==> src/rtl/apb_gpio_param.sv <==
// apb_gpio_param: parametrised APB GPIO slave with per-pin output enable, AUX output mux,
// input synchroniser and per-pin edge/level interrupts.
// Optional feature macro: GPIO_DEBOUNCE_EN adds register 0x28 DBEN and a per-pin input debounce filter.
// Ports:
//   pclk, preset          APB clock, asynchronous active-low reset
//   psel, penable, pwrite APB control
//   paddr, pwdata         byte address (paddr[5:2] decoded), write data
//   pready, prdata, pslverr  transfer complete, read data, error (valid while pready)
//   aux_in                alternate output sources selected per pin by AUX
//   gpio_in               asynchronous pad inputs
//   gpio_out, gpio_oe     pad output data and output enable
//   irq                   interrupt request
module apb_gpio_param #(
    parameter int GPIO_W      = 32,
    parameter int SYNC_STAGES = 2,
    parameter int WAIT_STATES = 0,
    parameter int DB_CYCLES   = 4
) (
    input  logic              pclk,
    input  logic              preset,
    input  logic              psel,
    input  logic              penable,
    input  logic              pwrite,
    input  logic [31:0]       paddr,
    input  logic [31:0]       pwdata,
    input  logic [GPIO_W-1:0] aux_in,
    input  logic [GPIO_W-1:0] gpio_in,
    output logic              pready,
    output logic [31:0]       prdata,
    output logic              pslverr,
    output logic [GPIO_W-1:0] gpio_out,
    output logic [GPIO_W-1:0] gpio_oe,
    output logic              irq
);
    logic [2:0]        cnt;
    logic [3:0]        idx;
    logic              hit, wr;
    logic [31:0]       rd;
    logic              gie;
    logic [GPIO_W-1:0] out_r, oe_r, inte_r, ptrig_r, aux_r, ints_r, both_r, level_r;
    logic [GPIO_W-1:0] sync_r [SYNC_STAGES];
    logic [GPIO_W-1:0] s_in, val, prev, ev, clr;
    logic              unused;

    assign unused = ^{paddr[31:6], paddr[1:0], pwdata};
    assign idx    = paddr[5:2];
    assign pready = psel & penable & (cnt == 3'(WAIT_STATES));
    assign wr     = pready & pwrite & hit;
    assign prdata = (pready && hit) ? rd : '0;
    assign pslverr = pready & ~hit;
    assign gpio_out = (aux_r & aux_in) | (~aux_r & out_r);
    assign gpio_oe  = oe_r;
    assign irq      = gie & |ints_r;
    assign s_in     = sync_r[SYNC_STAGES-1];
    assign clr      = (wr && idx == 4'h7) ? pwdata[GPIO_W-1:0] : '0;
    // LEVEL takes priority over BOTH, which takes priority over the single-edge mode.
    assign ev = (level_r & ~(val ^ ptrig_r))
              | (~level_r & both_r & (val ^ prev))
              | (~level_r & ~both_r & ((ptrig_r & val & ~prev) | (~ptrig_r & ~val & prev)));

`ifdef GPIO_DEBOUNCE_EN
    localparam int CW = $clog2(DB_CYCLES + 1);
    logic [GPIO_W-1:0] dben_r, filt;
    logic [CW-1:0]     db_cnt [GPIO_W];
    assign val = (dben_r & filt) | (~dben_r & s_in);
    // The counter tracks consecutive samples that differ from the filtered value;
    // the filter flips on the DB_CYCLES-th such sample.
    always_ff @(posedge pclk or negedge preset) begin
        if (!preset) begin
            filt <= '0;
            for (int i = 0; i < GPIO_W; i++) db_cnt[i] <= '0;
        end else begin
            for (int i = 0; i < GPIO_W; i++) begin
                if (s_in[i] == filt[i]) db_cnt[i] <= '0;
                else if (db_cnt[i] == CW'(DB_CYCLES - 1)) begin
                    filt[i]   <= s_in[i];
                    db_cnt[i] <= '0;
                end else db_cnt[i] <= db_cnt[i] + 1'b1;
            end
        end
    end
`else
    assign val = s_in;
`endif

    always_comb begin
        rd  = '0;
        hit = 1'b1;
        case (idx)
            4'h0: rd = 32'(val);
            4'h1: rd = 32'(out_r);
            4'h2: rd = 32'(oe_r);
            4'h3: rd = 32'(inte_r);
            4'h4: rd = 32'(ptrig_r);
            4'h5: rd = 32'(aux_r);
            4'h6: rd = {30'd0, |ints_r, gie};
            4'h7: rd = 32'(ints_r);
            4'h8: rd = 32'(both_r);
            4'h9: rd = 32'(level_r);
`ifdef GPIO_DEBOUNCE_EN
            4'ha: rd = 32'(dben_r);
`endif
            default: hit = 1'b0;
        endcase
    end

    always_ff @(posedge pclk or negedge preset) begin
        if (!preset) cnt <= '0;
        else if (!psel || pready) cnt <= '0;
        else if (penable) cnt <= cnt + 3'd1;
    end

    always_ff @(posedge pclk or negedge preset) begin
        if (!preset) begin
            for (int k = 0; k < SYNC_STAGES; k++) sync_r[k] <= '0;
            prev   <= '0;
            ints_r <= '0;
        end else begin
            sync_r[0] <= gpio_in;
            for (int k = 1; k < SYNC_STAGES; k++) sync_r[k] <= sync_r[k-1];
            prev   <= val;
            // A new event in the same cycle as a W1C clear keeps the bit set.
            ints_r <= (ints_r & ~clr) | (inte_r & ev);
        end
    end

    always_ff @(posedge pclk or negedge preset) begin
        if (!preset) begin
            out_r   <= '0;
            oe_r    <= '0;
            inte_r  <= '0;
            ptrig_r <= '0;
            aux_r   <= '0;
            both_r  <= '0;
            level_r <= '0;
            gie     <= 1'b0;
`ifdef GPIO_DEBOUNCE_EN
            dben_r  <= '0;
`endif
        end else if (wr) begin
            case (idx)
                4'h1: out_r   <= pwdata[GPIO_W-1:0];
                4'h2: oe_r    <= pwdata[GPIO_W-1:0];
                4'h3: inte_r  <= pwdata[GPIO_W-1:0];
                4'h4: ptrig_r <= pwdata[GPIO_W-1:0];
                4'h5: aux_r   <= pwdata[GPIO_W-1:0];
                4'h6: gie     <= pwdata[0];
                4'h8: both_r  <= pwdata[GPIO_W-1:0];
                4'h9: level_r <= pwdata[GPIO_W-1:0];
`ifdef GPIO_DEBOUNCE_EN
                4'ha: dben_r  <= pwdata[GPIO_W-1:0];
`endif
                default: ;
            endcase
        end
    end
endmodule

==> config.mk <==
export PLATFORM = sky130hd
export DESIGN_NAME = apb_gpio_param
export DESIGN_NICKNAME = d
export VERILOG_FILES = /design/src/rtl/apb_gpio_param.sv
export SDC_FILE = /design/constraint.sdc
export NUM_CORES = 1
export LEC_CHECK = 0
export BUFFER_PORTS_ARGS = -buffer_cell sky130_fd_sc_hd__buf_4
export CAP_MARGIN = 10
export CORE_UTILIZATION = 40
export DETAILED_ROUTE_END_ITERATION = 8
export PLACE_DENSITY = 0.61
export SLEW_MARGIN = 20
export SYNTH_ARGS = -nofsm -noshare
export SYNTH_HDL_FRONTEND = slang
export SYNTH_SLANG_ARGS = --single-unit
==> constraint.sdc <==
create_clock -name pclk -period 2.8 [get_ports pclk]
set_input_delay 0.42 -clock pclk [delete_from_list [all_inputs] [get_ports pclk]]
set_output_delay 0.42 -clock pclk [all_outputs]
set_load 0.02 [all_outputs]
==> impl_metrics.prom, run 1 <==
# TYPE chip_impl_metric gauge
chip_impl_metric{name="finish.instance_area",unit="mm^2"} 0.02108
chip_impl_metric{name="post_synth_arst_share",unit=""} 1.000
chip_impl_metric{name="totalNegativeSetupSlack",unit="ps"} 0
chip_impl_metric{name="antenna_violations_before_repair",unit=""} 2
chip_impl_metric{name="first_global_vias",unit=""} 12391
chip_impl_info{name="worst_hold_path_type",value="input port to flip-flop"} 1
chip_impl_metric{name="synthesis.nets",unit=""} 1508
chip_impl_metric{name="postPlaceCellArea",unit="mm^2"} 0.01933
chip_impl_metric{name="clkSlewWorstSetupHoldPaths",unit="ps"} 60
chip_impl_metric{name="count_of_yosys_warnings_during_synthesis",unit=""} 0
chip_impl_info{name="netlist.top_cell.by_area",value="sky130_fd_sc_hd__dfrtp_1"} 1
chip_impl_metric{name="finalPower",unit="mW"} 12.71
chip_impl_metric{name="combinationalPowerShare",unit=""} 0.124
chip_impl_metric{name="p_sw_frac",unit=""} 0.2581
chip_impl_info{name="worstHoldStart",value="pwdata[30]"} 1
chip_impl_info{name="endpoint_kind",value="output port"} 1
chip_impl_metric{name="initial_core_util",unit=""} 0.4090
chip_impl_metric{name="regToRegSetupSlack",unit="ps"} 280
chip_impl_metric{name="critPathMaxFanout",unit=""} 3
chip_impl_metric{name="power.share.clock",unit=""} 0.407
chip_impl_metric{name="powerDensity",unit="mW/mm^2"} 602.7
chip_impl_metric{name="p_sw",unit="mW"} 3.280
chip_impl_info{name="rr_endpoint",value="out_r[14]"} 1
chip_impl_metric{name="hold_viol_final",unit=""} 0
chip_impl_metric{name="wl_per_cell",unit="um"} 22.14
chip_impl_info{name="status",value="finished clean"} 1
chip_impl_metric{name="synth.yosys.seq_area_share",unit=""} 0.5287
chip_impl_metric{name="worst_pin_slew",unit="ps"} 763.4
chip_impl_info{name="ys.flop_type",value="sky130_fd_sc_hd__dfrtp_1"} 1
chip_impl_metric{name="worst-r2r-cell-count",unit=""} 10
chip_impl_metric{name="chipWidth",unit="um"} 207.2
chip_impl_metric{name="power.share.sequential",unit=""} 0.470
chip_impl_metric{name="detail-route-antenna-nets",unit=""} 0
chip_impl_metric{name="holdPathStages",unit=""} 2
chip_impl_metric{name="cts.path.max_buffers",unit=""} 3
chip_impl_metric{name="drive_above_1_share",unit=""} 0.3261
chip_impl_metric{name="post-route-period-util",unit=""} 0.9797
chip_impl_metric{name="grt_overflow",unit=""} 0
chip_impl_metric{name="finalClockSkew",unit="ps"} 5.688
chip_impl_metric{name="die_height",unit="um"} 207.2
chip_impl_metric{name="worstPathArrival",unit="ps"} 2320
chip_impl_metric{name="yosysUniqueCellTypes",unit=""} 45
chip_impl_metric{name="synth_top_area_share",unit=""} 0.5287
chip_impl_metric{name="input_output_buffers",unit=""} 203
chip_impl_metric{name="leakagePower",unit="nW"} 10.11
chip_impl_metric{name="io_pins",unit=""} 232
chip_impl_metric{name="dr_total_vias",unit=""} 11847
chip_impl_metric{name="drtPass1Iterations",unit=""} 8
chip_impl_metric{name="drtIter0Drc",unit=""} 851
chip_impl_metric{name="finalNetCount",unit=""} 1774
chip_impl_metric{name="fmax",unit="MHz"} 364.6
chip_impl_info{name="worstHoldEndpoint",value="out_r[30]"} 1
chip_impl_info{name="category_of_the_critical_setup_timing_path",value="flip-flop to output port"} 1
chip_impl_metric{name="cts.sinks",unit=""} 356
chip_impl_info{name="critical_path.startpoint_type",value="flip-flop"} 1
chip_impl_metric{name="grt_usage",unit=""} 0.2239
chip_impl_info{name="most_repeated_cell_in_the_gate_level_netlist_after_synthesis",value="sky130_fd_sc_hd__dfrtp_1"} 1
chip_impl_metric{name="synthesis.area",unit="mm^2"} 0.01685
chip_impl_metric{name="worstSkewPairLatency",unit="ps"} 550
chip_impl_metric{name="vdd_ir_drop_max",unit="uV"} 365.6
chip_impl_metric{name="first_pass_grt_wire_length",unit="mm"} 73.85
chip_impl_metric{name="finalNonFillerCells",unit=""} 2138
chip_impl_metric{name="synth_seq_cells",unit=""} 356
chip_impl_metric{name="layout.area.seq",unit="mm^2"} 0.008909
chip_impl_metric{name="number_of_instances_in_the_synthesized_netlist",unit=""} 1309
chip_impl_metric{name="layout.filler_cells",unit=""} 3550
chip_impl_metric{name="slew-limit-headroom",unit=""} 0.4911
chip_impl_metric{name="drc",unit=""} 0
chip_impl_metric{name="final_period_minus_worst_setup_slack",unit="ps"} 2743
chip_impl_metric{name="cp.required",unit="ps"} 2380
chip_impl_metric{name="core_area",unit="mm^2"} 0.04120
chip_impl_metric{name="cts_buffers",unit=""} 40
chip_impl_metric{name="hold-worst-slack",unit="ps"} 141.2
chip_impl_metric{name="maximum_capacitance_violations",unit=""} 0
chip_impl_metric{name="synth-edff-count",unit=""} 0
chip_impl_metric{name="report.final.setup_viol",unit=""} 0
chip_impl_info{name="post_synth_main_area_contributors",value="sky130_fd_sc_hd__dfrtp_1 (53%), sky130_fd_sc_hd__mux2_2 (11%), sky130_fd_sc_hd__mux2i_1 (5.9%)"} 1
chip_impl_metric{name="num_rows",unit=""} 74
chip_impl_metric{name="power.internal",unit="mW"} 9.428
chip_impl_info{name="tritoncts",value="built"} 1
chip_impl_metric{name="drt-total-wl",unit="mm"} 47.34
chip_impl_metric{name="syn_area_per_cell",unit="um^2"} 12.87
chip_impl_metric{name="multiInputGateArea",unit="mm^2"} 0.007292
chip_impl_metric{name="die_area",unit="mm^2"} 0.04295
chip_impl_metric{name="final_max_slew_viol_count",unit=""} 0
chip_impl_metric{name="pin_count_of_the_biggest_net_entering_global_routing",unit=""} 75
chip_impl_info{name="synth.cells.most_frequent",value="sky130_fd_sc_hd__dfrtp_1 (356), sky130_fd_sc_hd__mux2_2 (167), sky130_fd_sc_hd__mux2i_1 (100), sky130_fd_sc_hd__inv_1 (98), sky130_fd_sc_hd__a22oi_1 (77)"} 1
chip_impl_metric{name="placed_cells_incl_taps",unit=""} 2029
chip_impl_metric{name="dp_hpwl",unit="mm"} 31.52
chip_impl_metric{name="htree_levels",unit=""} 2
chip_impl_metric{name="areaGrowthSynthToFinish",unit="%"} 25.13
chip_impl_metric{name="via_per_inst",unit=""} 5.541
chip_impl_metric{name="gp_routability_congestion",unit=""} 0.8218
chip_impl_info{name="rsz0062_at_grt",value="yes"} 1
chip_impl_info{name="cts_root_buffer",value="sky130_fd_sc_hd__clkbuf_16"} 1
chip_impl_info{name="timing.rr.start",value="cnt[0]"} 1
[cell families after synthesis]
group                    Yosys count  share of synthesized area
AND/OR/NAND/NOR                  138                    0.05109
XOR/XNOR                          33                    0.01715
flip-flops                       356                     0.5287
AO/OA/AOI/OAI                    227                    0.09794
multiplexers                     326                     0.2104
adder cells (fa/ha/maj)           66                    0.04901
buffers and inverters            163                    0.04567
[worst max-delay path by stage]
stage                    start         end  slack, ps  cells after the start
floorplan             paddr[4]  prdata[26]        470                      7
global placement      paddr[2]  prdata[11]        250                      7
detailed placement    paddr[2]  prdata[11]        240                      7
CTS                     cnt[0]  prdata[11]          1                      8
global route        ints_r[27]   prdata[1]        -70                      6
finish              ints_r[27]   prdata[1]         60                      6
[registers in the layout, indices dropped and copies added, names as in the netlist]
register	flops
both_r	32
ints_r	32
s_in	32
out_r	32
gie	1
level_r	32
gpio_oe	32
sync_r	32
cnt	3
inte_r	32
aux_r	32
prev	32
ptrig_r	32
[cell type report]
| cell class | count | area share |
|---|---|---|
| Sequential cell | 356 | 0.4225 |
| Multi-Input combinational cell | 790 | 0.3459 |
| Timing Repair Buffer | 288 | 0.1208 |
| Clock buffer | 57 | 0.05531 |
| Tap cell | 532 | 0.03157 |
| Inverter | 99 | 0.01774 |
| Clock inverter | 14 | 0.005934 |
| Antenna cell | 2 | 0.0002374 |
[critical path, cell delays in order, from the launching register on]
cell	delay, ps
sky130_fd_sc_hd__dfrtp_1	410
sky130_fd_sc_hd__nor4_2	320
sky130_fd_sc_hd__buf_4	170
sky130_fd_sc_hd__nand4_1	240
sky130_fd_sc_hd__o211ai_1	300
sky130_fd_sc_hd__a31oi_2	150
sky130_fd_sc_hd__buf_4	180
[what timing repair did]
| item | in CTS | in global routing |
|---|---|---|
| resized for setup | 13 | 8 |
| hold buffers | 33 | 0 |
| hold endpoints to repair | 96 | 0 |
| pin swaps | 0 | 3 |
| buffers inserted | 0 | 3 |
| cloned | 0 | 0 |
| setup endpoints to repair | 28 | 24 |
[routing by layer]
layer | GRT usage | up-vias | share of wire
met5 | 0 | - | 0
met4 | 0.07797 | 0 | 0.029
met3 | 0.04448 | 85 | 0.062
met2 | 0.3599 | 385 | 0.47
met1 | 0.3022 | 6052 | 0.44
li1 | - | 5325 | -
[metrics by stage]
step	util	setup WS (ps)
final	0.5117	56.90
after global routing	0.5117	-69.33
after CTS	0.5101	1.455
after detailed placement	0.4692	244.7
after global placement	0.4692	251.1
after floorplan	-	468.9
[power by group through the flow]
stage | Combinational (mW) | Sequential, mW | Clock, mW
final | 1.57 | 5.97 | 5.17
after global routing | 1.73 | 6.02 | 5.50
after CTS | 1.58 | 5.96 | 5.30
after detailed placement | 1.53 | 6.05 | 0
after global placement | 1.49 | 6.04 | 0
after floorplan | 0.838 | 5.96 | 0
[placed cells by master, fill, tap and decap left out, types with 5 or more instances in the layout]
| master | n |
|---|---|
| sky130_fd_sc_hd__dfrtp_1 | 356 |
| sky130_fd_sc_hd__buf_4 | 229 |
| sky130_fd_sc_hd__mux2_2 | 167 |
| sky130_fd_sc_hd__mux2i_1 | 100 |
| sky130_fd_sc_hd__inv_1 | 98 |
| sky130_fd_sc_hd__a22oi_1 | 77 |
| sky130_fd_sc_hd__nand2_1 | 67 |
| sky130_fd_sc_hd__ha_1 | 66 |
| sky130_fd_sc_hd__mux2_1 | 59 |
| sky130_fd_sc_hd__clkbuf_16 | 41 |
| sky130_fd_sc_hd__xnor2_1 | 33 |
| sky130_fd_sc_hd__o211ai_1 | 33 |
| sky130_fd_sc_hd__o21ai_0 | 33 |
| sky130_fd_sc_hd__dlygate4sd3_1 | 33 |
| sky130_fd_sc_hd__a222oi_1 | 30 |
| sky130_fd_sc_hd__and3_1 | 23 |
| sky130_fd_sc_hd__buf_12 | 23 |
| sky130_fd_sc_hd__a21oi_1 | 16 |
| sky130_fd_sc_hd__clkinv_2 | 10 |
| sky130_fd_sc_hd__a22o_1 | 9 |
| sky130_fd_sc_hd__a221oi_1 | 9 |
| sky130_fd_sc_hd__a21oi_2 | 8 |
| sky130_fd_sc_hd__clkbuf_8 | 8 |
| sky130_fd_sc_hd__clkbuf_1 | 8 |
| sky130_fd_sc_hd__nand3_4 | 7 |
| sky130_fd_sc_hd__a31oi_2 | 5 |
Power figures use the tool's default switching activity.
==> run 2: changes to the inputs <==
--- a/config.mk
+++ b/config.mk
@@ -5,11 +5,13 @@
 export SDC_FILE = /design/constraint.sdc
 export NUM_CORES = 1
 export LEC_CHECK = 0
+export ABC_AREA = 1
 export BUFFER_PORTS_ARGS = -buffer_cell sky130_fd_sc_hd__buf_4
 export CAP_MARGIN = 10
-export CORE_UTILIZATION = 40
+export CORE_UTILIZATION = 44
 export DETAILED_ROUTE_END_ITERATION = 8
-export PLACE_DENSITY = 0.61
+export PLACE_DENSITY = 0.66
+export REMOVE_ABC_BUFFERS = 1
 export SLEW_MARGIN = 20
 export SYNTH_ARGS = -nofsm -noshare
 export SYNTH_HDL_FRONTEND = slang
==> run 2 against run 1 <==
Sequential share of layout area is 0.55 points lower. Synthesized cell count is 58% higher. Cell count is 34% higher. Clock skew is 14 ps higher. Critical path type unchanged. Largest cell class unchanged.
==> impl_metrics.prom, run 2 <==
# TYPE chip_impl_metric gauge
chip_impl_metric{name="num_rows",unit=""} 72
chip_impl_metric{name="areaGrowthSynthToFinish",unit="%"} 23.52
chip_impl_metric{name="grt_overflow",unit=""} 0
chip_impl_info{name="worstHoldStart",value="pwdata[27]"} 1
chip_impl_metric{name="syn_area_per_cell",unit="um^2"} 8.367
chip_impl_metric{name="maximum_capacitance_violations",unit=""} 0
chip_impl_metric{name="final_max_slew_viol_count",unit=""} 0
chip_impl_metric{name="drc",unit=""} 0
chip_impl_metric{name="layout.filler_cells",unit=""} 3551
chip_impl_metric{name="htree_levels",unit=""} 2
chip_impl_metric{name="powerDensity",unit="mW/mm^2"} 593.8
chip_impl_metric{name="yosysUniqueCellTypes",unit=""} 31
chip_impl_metric{name="post-route-period-util",unit=""} 0.9525
chip_impl_metric{name="dp_hpwl",unit="mm"} 34.09
chip_impl_metric{name="postCtsSetupRepairBufs",unit=""} 0
chip_impl_info{name="ys.flop_type",value="sky130_fd_sc_hd__dfrtp_1"} 1
chip_impl_metric{name="input_output_buffers",unit=""} 203
chip_impl_info{name="most_repeated_cell_in_the_gate_level_netlist_after_synthesis",value="sky130_fd_sc_hd__nand2_1"} 1
chip_impl_metric{name="cp.required",unit="ps"} 2380
chip_impl_metric{name="n_antenna_cell",unit=""} 0
chip_impl_info{name="rsz0062_at_grt",value="no"} 1
chip_impl_metric{name="chipWidth",unit="um"} 200.3
chip_impl_info{name="final_common_cell",value="sky130_fd_sc_hd__nand2_1"} 1
chip_impl_metric{name="antenna_violations_before_repair",unit=""} 0
chip_impl_info{name="category_of_the_critical_setup_timing_path",value="flip-flop to output port"} 1
chip_impl_metric{name="final_period_minus_worst_setup_slack",unit="ps"} 2667
chip_impl_metric{name="cts.sinks",unit=""} 356
chip_impl_metric{name="drive_above_1_share",unit=""} 0.1704
chip_impl_info{name="netlist.top_cell.by_area",value="sky130_fd_sc_hd__dfrtp_1"} 1
chip_impl_metric{name="first_global_vias",unit=""} 15085
chip_impl_metric{name="slew-limit-headroom",unit=""} 0.5984
chip_impl_metric{name="fmax",unit="MHz"} 375.0
chip_impl_metric{name="cts_buffers",unit=""} 40
chip_impl_metric{name="finish.instance_area",unit="mm^2"} 0.02136
chip_impl_metric{name="regToRegSetupSlack",unit="ps"} 410
chip_impl_info{name="cts_root_buffer",value="sky130_fd_sc_hd__clkbuf_16"} 1
chip_impl_metric{name="clkSlewWorstSetupHoldPaths",unit="ps"} 60
chip_impl_metric{name="first_pass_grt_wire_length",unit="mm"} 81.70
chip_impl_metric{name="worst_pin_slew",unit="ps"} 602.4
chip_impl_metric{name="initial_core_util",unit=""} 0.4465
chip_impl_metric{name="postPlaceCellArea",unit="mm^2"} 0.01971
chip_impl_metric{name="number_of_instances_in_the_synthesized_netlist",unit=""} 2067
chip_impl_metric{name="core_area",unit="mm^2"} 0.03874
chip_impl_metric{name="synth.yosys.seq_area_share",unit=""} 0.5151
chip_impl_metric{name="drt-total-wl",unit="mm"} 50.87
chip_impl_metric{name="critPathMaxFanout",unit=""} 19
chip_impl_info{name="tritoncts",value="built"} 1
chip_impl_metric{name="worstPathArrival",unit="ps"} 2250
chip_impl_metric{name="synth_seq_cells",unit=""} 356
chip_impl_metric{name="finalNonFillerCells",unit=""} 2865
chip_impl_info{name="post_synth_main_area_contributors",value="sky130_fd_sc_hd__dfrtp_1 (52%), sky130_fd_sc_hd__nand2_1 (13%), sky130_fd_sc_hd__o21ai_0 (6.6%)"} 1
chip_impl_metric{name="worst-r2r-cell-count",unit=""} 9
chip_impl_metric{name="synthesis.area",unit="mm^2"} 0.01730
chip_impl_metric{name="wl_per_cell",unit="um"} 17.76
chip_impl_info{name="critical_path.startpoint_type",value="flip-flop"} 1
chip_impl_info{name="status",value="finished clean"} 1
chip_impl_metric{name="detail-route-antenna-nets",unit=""} 0
chip_impl_metric{name="vdd_ir_drop_max",unit="uV"} 389.1
chip_impl_metric{name="grt_usage",unit=""} 0.2588
chip_impl_metric{name="holdPathStages",unit=""} 4
chip_impl_metric{name="dr_total_vias",unit=""} 15053
chip_impl_metric{name="worstSkewPairLatency",unit="ps"} 560
chip_impl_metric{name="totalNegativeSetupSlack",unit="ps"} 0
chip_impl_metric{name="hold_viol_final",unit=""} 0
chip_impl_metric{name="cts.path.max_buffers",unit=""} 3
chip_impl_metric{name="synth-edff-count",unit=""} 0
chip_impl_info{name="worstHoldEndpoint",value="ints_r[27]"} 1
chip_impl_metric{name="die_area",unit="mm^2"} 0.04010
chip_impl_info{name="worst_hold_path_type",value="input port to flip-flop"} 1
chip_impl_metric{name="synth_top_area_share",unit=""} 0.5151
chip_impl_metric{name="die_height",unit="um"} 200.3
chip_impl_metric{name="fraction_of_the_core_area_covered_by_cells_at_the_end_of_the_flow",unit=""} 0.5515
chip_impl_metric{name="placed_cells_incl_taps",unit=""} 2761
chip_impl_info{name="synth.cells.most_frequent",value="sky130_fd_sc_hd__nand2_1 (616), sky130_fd_sc_hd__dfrtp_1 (356), sky130_fd_sc_hd__o21ai_0 (228), sky130_fd_sc_hd__inv_1 (220), sky130_fd_sc_hd__nor2_1 (123)"} 1
chip_impl_info{name="endpoint_kind",value="output port"} 1
chip_impl_metric{name="via_per_inst",unit=""} 5.254
chip_impl_metric{name="leakagePower",unit="nW"} 10.16
chip_impl_metric{name="report.final.setup_viol",unit=""} 0
chip_impl_metric{name="count_of_yosys_warnings_during_synthesis",unit=""} 0
chip_impl_info{name="final_cell_mix",value="sky130_fd_sc_hd__nand2_1 (614), sky130_fd_sc_hd__dfrtp_1 (356), sky130_fd_sc_hd__buf_4 (238), sky130_fd_sc_hd__o21ai_0 (228), sky130_fd_sc_hd__inv_1 (217)"} 1
chip_impl_info{name="timing.rr.start",value="cnt[0]"} 1
chip_impl_metric{name="drtIter0Drc",unit=""} 1072
chip_impl_metric{name="drtPass1Iterations",unit=""} 6
chip_impl_metric{name="gp_routability_congestion",unit=""} 0.8787
chip_impl_metric{name="finalNetCount",unit=""} 2517
chip_impl_metric{name="post_synth_arst_share",unit=""} 1.000
chip_impl_metric{name="pin_count_of_the_biggest_net_entering_global_routing",unit=""} 68
chip_impl_metric{name="io_pins",unit=""} 232
chip_impl_metric{name="finalClockSkew",unit="ps"} 19.79
chip_impl_info{name="rr_endpoint",value="gpio_oe[1]"} 1
-- run 2: cell types whose count changed in the layout (fill, tap and decap cells not counted), moves of 77 or more --
cell,change
sky130_fd_sc_hd__nand2_1,+547
sky130_fd_sc_hd__o21ai_0,+195
sky130_fd_sc_hd__mux2_2,-138
sky130_fd_sc_hd__inv_1,+119
sky130_fd_sc_hd__nor2_1,+117
sky130_fd_sc_hd__mux2i_1,-100
sky130_fd_sc_hd__nand3_1,+93
sky130_fd_sc_hd__a22oi_1,-77
-- run 2: logic make-up after synthesis --
family,Yosys count,synth area share
and+or+nand+nor,883,0.2122
AOI/OAI and AO/OA,426,0.1316
DFF,356,0.5151
buffers and inverters,303,0.07249
adders and majority gates,66,0.04775
muxes,29,0.01888
xor gates and xnor gates,4,0.002026
-- run 2: routing by layer --
| metal | global-route usage | up-vias | wire [um] |
|---|---|---|---|
| li1 | - | 7192 | - |
| met3 | 0.03840 | 127 | 3381 |
| met2 | 0.4046 | 561 | 22980 |
| met4 | 0.1088 | 0 | 1871 |
| met1 | 0.3600 | 7173 | 22640 |
| met5 | 0 | - | 0 |
-- run 2: worst max-delay path by stage --
stage / start / to / slack, ps / cells after the start
after CTS: cnt[0] / prdata[12] / 20 / 8
final: cnt[0] / prdata[24] / 130 / 8
after global routing: cnt[1] / prdata[11] / 40 / 8
after floorplan: paddr[3] / prdata[10] / -720 / 6
after global placement: paddr[5] / prdata[12] / 290 / 10
after detailed placement: paddr[5] / prdata[12] / 260 / 10
-- run 2: area by class of cell --
class	count	area, um^2	share of cell area
clock buffer	61	1191	0.05576
clock inverter	10	110.1	0.005154
inverter	222	833.3	0.03901
multi-input combinational	1408	7179	0.3361
sequential	356	8909	0.4170
tap	518	648.1	0.03034
timing repair buffer	290	2492	0.1167
-- run 2: where the power goes --
part	switching [mW]	leakage (nW)	internal, mW
registers	0.336	4.53	5.53
logic	0.935	4.99	0.664
clock network	2.11	0.640	3.11
-- run 2: timing repair --
action | in CTS | in global routing
hold endpoints to repair | 89 | 0
hold buffers | 33 | 0
resized for setup | 4 | 2
endpoints found under the setup margin | 3 | 7
-- run 2: per-stage QoR --
stage	hold WS [ps]	power, mW	worst slack (ps)
5_1_grt	167.6	13.27	41.56
2_1_floorplan	124.4	6.721	-721.5
3_5_place_dp	334.7	7.509	263.5
4_1_cts	144.8	12.80	16.12
6_report	161.8	12.69	133.1
3_3_place_gp	332.1	7.443	290.8
-- run 2: critical path, cell delays in order (launching register included) --
cell and delay [ps]:
sky130_fd_sc_hd__dfrtp_1 410, sky130_fd_sc_hd__inv_1 80, sky130_fd_sc_hd__ha_1 160, sky130_fd_sc_hd__nand4_2 170, sky130_fd_sc_hd__inv_2 170, sky130_fd_sc_hd__nand2_2 90, sky130_fd_sc_hd__buf_12 170, sky130_fd_sc_hd__a21oi_1 250
sky130_fd_sc_hd__buf_4 200
